===== config.mk =====
export PLATFORM = sky130hd
export DESIGN_NAME = expand_n_shift
export DESIGN_NICKNAME = d
export VERILOG_FILES = /design/src/rtl/expand_n_shift.sv
export SDC_FILE = /design/constraint.sdc
export NUM_CORES = 1
export LEC_CHECK = 0
export ABC_CLOCK_PERIOD_IN_PS = 1300
export BUFFER_PORTS_ARGS = -buffer_cell sky130_fd_sc_hd__buf_2
export CORE_MARGIN = 5
export CORE_UTILIZATION = 46
export CTS_BUF_LIST = sky130_fd_sc_hd__clkbuf_4
export CTS_CLUSTER_DIAMETER = 150
export CTS_CLUSTER_SIZE = 28
export DETAILED_ROUTE_END_ITERATION = 7
export PLACE_DENSITY_LB_ADDON = 0.05
export SLEW_MARGIN = 0
export SYNTH_ARGS = -nofsm -noshare
export SYNTH_HDL_FRONTEND = slang
export SYNTH_SLANG_ARGS = --single-unit

===== constraint.sdc =====
create_clock -name clk -period 1.3 [get_ports clk]
set_input_delay 0.13 -clock clk [delete_from_list [all_inputs] [get_ports clk]]
set_output_delay 0.13 -clock clk [all_outputs]
set_load 0.05 [all_outputs]

===== src/rtl/expand_n_shift.sv =====
// Streaming widener: sign-extends narrow samples, applies a per-sample left shift, and saturates to Win bits.
// Optional saturation event counter is compiled in with `define EXPAND_SAT_CNT_EN.
module expand_n_shift #(
   parameter int Win    = 16,
   parameter int Nround = 3,
   parameter int Nsat   = 4,
   parameter int SHW    = 4,
   parameter int CNTW   = 16,
   localparam int Wn    = Win - Nsat - Nround
) (
   input  logic            clk,
   input  logic            resetn,
   input  logic            in_valid,
   output logic            in_ready,
   input  logic [Wn-1:0]   din,
   input  logic [SHW-1:0]  shift,
   output logic            out_valid,
   input  logic            out_ready,
   output logic [Win-1:0]  dout,
   output logic            sat_flag,
   input  logic            sat_clr,
   output logic [CNTW-1:0] sat_cnt
);

   // Wide enough that the largest shift never loses a bit before the range check.
   localparam int WEXT = Win + 2**SHW - 1;
   localparam logic [Win-1:0] POS_FS = {1'b0, {(Win-1){1'b1}}};
   localparam logic [Win-1:0] NEG_FS = {1'b1, {(Win-1){1'b0}}};

   logic [WEXT-1:0] ext;
   logic [WEXT-1:0] prod;
   logic            ovf;
   logic            adv;

   logic            s1_valid_q, s1_valid_d;
   logic [Win-1:0]  s1_data_q,  s1_data_d;
   logic            s1_ovf_q,   s1_ovf_d;
   logic            s1_neg_q,   s1_neg_d;

   logic            out_valid_q, out_valid_d;
   logic [Win-1:0]  dout_q,      dout_d;
   logic            sat_flag_q,  sat_flag_d;

   assign ext  = {{(WEXT-Wn){din[Wn-1]}}, din};
   assign prod = ext << shift;
   // In range only when every bit from the result sign bit upward agrees.
   assign ovf  = (|prod[WEXT-1:Win-1]) & ~(&prod[WEXT-1:Win-1]);

   assign adv      = ~out_valid_q | out_ready;
   assign in_ready = adv;

   always_comb begin
      s1_valid_d  = s1_valid_q;
      s1_data_d   = s1_data_q;
      s1_ovf_d    = s1_ovf_q;
      s1_neg_d    = s1_neg_q;
      out_valid_d = out_valid_q;
      dout_d      = dout_q;
      sat_flag_d  = sat_flag_q;
      if (adv) begin
         s1_valid_d  = in_valid;
         s1_data_d   = prod[Win-1:0];
         s1_ovf_d    = ovf;
         s1_neg_d    = din[Wn-1];
         out_valid_d = s1_valid_q;
         sat_flag_d  = s1_valid_q & s1_ovf_q;
         if (s1_ovf_q) dout_d = s1_neg_q ? NEG_FS : POS_FS;
         else          dout_d = s1_data_q;
      end
   end

   always_ff @(posedge clk or negedge resetn) begin
      if (!resetn) begin
         s1_valid_q  <= 1'b0;
         s1_data_q   <= '0;
         s1_ovf_q    <= 1'b0;
         s1_neg_q    <= 1'b0;
         out_valid_q <= 1'b0;
         dout_q      <= '0;
         sat_flag_q  <= 1'b0;
      end else begin
         s1_valid_q  <= s1_valid_d;
         s1_data_q   <= s1_data_d;
         s1_ovf_q    <= s1_ovf_d;
         s1_neg_q    <= s1_neg_d;
         out_valid_q <= out_valid_d;
         dout_q      <= dout_d;
         sat_flag_q  <= sat_flag_d;
      end
   end

   assign out_valid = out_valid_q;
   assign dout      = dout_q;
   assign sat_flag  = sat_flag_q;

`ifdef EXPAND_SAT_CNT_EN
   logic [CNTW-1:0] sat_cnt_q, sat_cnt_d;

   // Clear takes priority over a same-cycle saturated beat; count sticks at all-ones.
   always_comb begin
      sat_cnt_d = sat_cnt_q;
      if (sat_clr)
         sat_cnt_d = '0;
      else if (out_valid_q & out_ready & sat_flag_q & ~(&sat_cnt_q))
         sat_cnt_d = sat_cnt_q + CNTW'(1);
   end

   always_ff @(posedge clk or negedge resetn) begin
      if (!resetn) sat_cnt_q <= '0;
      else         sat_cnt_q <= sat_cnt_d;
   end

   assign sat_cnt = sat_cnt_q;
`else
   logic unused_sat_clr;
   assign unused_sat_clr = sat_clr;
   assign sat_cnt        = '0;
`endif

endmodule


==> flow_summary.json <==
{
  "status": "finished, violations left",
  "violations": "setup timing",
  "clockRootBuffer": "clkbuf_4",
  "clock-sinks": 37,
  "cts_buffer_depth": 2,
  "power.internal_uw": 2044,
  "wl_per_cell_um": 13.79,
  "setup_viol": 2,
  "core_um2": 4692,
  "n_antenna_cell": 0,
  "finalCriticalPeriod_ns": 1.363,
  "cellLeakagePower_uw": 0.001325,
  "path_class": "input port to flop",
  "ys_warn_count": 0,
  "async_flop_share": 1.000,
  "p_clk_frac": 0.167,
  "ff2ff_path_depth": 4,
  "cts.clk_slew.worst_paths_ns": 0.12,
  "top_layer": "met4",
  "routed-wl-met2_um": 2306,
  "vias_per_cell": 5.070,
  "timing.final.ws_setup_ns": -0.06298,
  "hold_violations": 0,
  "synthFlopType": "dfrtp_1",
  "fp.dieW_um": 79.37,
  "switching_share": 0.4300,
  "power_switching_uw": 1542,
  "ys_types": 42,
  "crit_end": "s1_ovf_q",
  "grt_max_degree": 24,
  "grt_use_total": 0.1713,
  "ir_drop_uv": 457.3,
  "ys_ff_latch": 37,
  "cts_buffers": 5,
  "fin_skew_ns": 0.007561,
  "cp_max_fo": 3,
  "grt_pass1_vias": 1819,
  "vias": 1805,
  "antenna_left": 0,
  "syn_inst": 234,
  "p_comb_frac": 0.427,
  "timing.rr.start": "out_valid",
  "seqPwrFrac": 0.406,
  "hpwlAfterDp_um": 3771,
  "io_pins": 53,
  "grt_overflow": 0,
  "drt-met1-wl_um": 2323,
  "syn_to_final_growth_pct": 24.48,
  "layout-drive-gt1-share": 0.3675,
  "maxCapViolations": 0,
  "io_buffers": 35,
  "drc": 0,
  "stdcell_count": 356,
  "max_freq_ghz": 0.7337,
  "final_nets": 319,
  "crit_start": "shift[1]",
  "dieArea_um2": 6299,
  "start_util": 0.4717,
  "fp-row-count": 25,
  "final_util": 0.5872,
  "critPathLaunchType": "input port",
  "final_cell_mix": "41 x buf_4, 36 x nand2_1, 36 x dfrtp_1, 31 x buf_2, 23 x o21ai_1",
  "antenna_found_initial": 0,
  "rsz0062_at_grt": "true",
  "end_kind": "flop",
  "power_density_nw_per_um2": 1302,
  "mostFrequentLayoutCell": "buf_4",
  "gp_congestion": 0.8575,
  "hp-class": "input port to flop",
  "first_pass_iters": 4,
  "worst_ep_arrival_time_ns": 1.60,
  "wl_met3_um": 187,
  "clk_latency_ns": 0.34,
  "dp_cells": 343,
  "first_iter_violations": 88,
  "grt_pass1_wl_um": 8397,
  "final_max_slew_viol_count": 0,
  "netlist_area_um2": 2213,
  "die_h_um": 79.37,
  "worstReg2RegEnd": "s1_data_q[1]",
  "synth_edf_count": 0,
  "period_share": 1.048,
  "cts_tree": "built",
  "finalWirelength_um": 4911,
  "fill_cells": 441,
  "reg2reg_slack_ns": 0,
  "required_ns": 1.54,
  "ys_seq_area_frac": 0.4183,
  "syn_avg_cell_area_um2": 9.459,
  "htreeDepth": 2
}
-- power groups by stage --
| stage | sequential, uW | clock (uW) | combinational [uW] |
|---|---|---|---|
| floorplan | 1930 | 0 | 687 |
| global placement | 1470 | 0 | 1490 |
| detailed placement | 1480 | 0 | 1490 |
| CTS | 1460 | 610 | 1520 |
| global route | 1490 | 672 | 1650 |
| finish | 1460 | 597 | 1530 |
-- critical path, cell delays in order --
cell,delay [ns]
buf_8,0.08
mux4_2,0.49
mux2_4,0.28
or3_1,0.32
nor4b_2,0.22
o31ai_1,0.08
-- cell families after synthesis --
kind of cell	Yosys count	synth area share
buffers and inverters	39	0.1215
DFF	37	0.4183
AOI/OAI and AO/OA	71	0.1956
and+or+nand+nor	62	0.1306
xor gates and xnor gates	1	0.003958
muxes	23	0.1283
other	1	0.001694
-- flip-flops by register name, summed over array words and instances, names as in the netlist --
register    flops
dout           16
s1_data_q      16
out_valid       1
s1_neg_q        1
s1_ovf_q        1
s1_valid_q      1
sat_flag        1
-- repair_timing --
item | CTS | global route
hold buffers | 2 | 0
endpoints found under the hold margin | 16 | 0
pin swaps | 2 | 0
resized for setup | 6 | 8
endpoints found under the setup margin | 2 | 16
buffers inserted | 1 | 2
gates cloned | 0 | 0
-- synthesized netlist by cell type (3+ instances only) --
cell	n	area, um2
clkbuf_1	9	33.78
nor2_1	9	33.78
mux2i_1	16	160.2
a22o_1	3	26.28
o21ai_0	13	65.06
o21a_1	3	22.52
buf_4	20	150.1
a21oi_1	14	70.07
nand2_1	38	142.6
dfrtp_1	37	925.9
o21ai_1	21	105.1
a211oi_1	4	30.03
o31ai_1	4	30.03
-- metrics by stage --
step	area, um2	hold slack [ns]	TNS, ns	power, uW	setup WS, ns
3_3_place_gp	2599	0.07067	-3.172	2963	-0.4813
6_report	2755	0.1255	-0.06446	3586	-0.06298
2_1_floorplan	2328	-0.1656	-0.9316	2616	-0.3284
5_1_grt	2755	0.1336	-0.2293	3811	-0.08927
4_1_cts	2704	0.1170	-0.09922	3584	-0.05708
3_5_place_dp	2599	0.07874	-3.244	2976	-0.4935
-- final cells by class --
type,count,area [um2],share of cell area
Multi-Input combinational cell,173,1126,0.4087
Sequential cell,37,927.1,0.3365
Timing Repair Buffer,80,559.3,0.2030
Tap cell,54,67.56,0.02452
Clock buffer,5,37.54,0.01362
Inverter,4,20.02,0.007266
Clock inverter,3,17.52,0.006358
-- worst min path at each step --
stage,startpoint,endpoint,slack [ns],cells after the start
after global placement,resetn,sat_flag,0.07,1
after detailed placement,resetn,sat_flag,0.08,1
after floorplan,resetn,dout[0],-0.17,0
final,shift[3],s1_data_q[4],0.13,2
after global routing,shift[3],s1_data_q[4],0.13,2
after CTS,shift[3],s1_data_q[4],0.12,2
-- metal layers --
metal | track usage | vias up
met4 | 0.07216 | 0
met1 | 0.2159 | 818
met2 | 0.2879 | 49
met3 | 0.03061 | 10
met5 | 0 | -
li1 | - | 928
(Power assumes the default switching activity.)
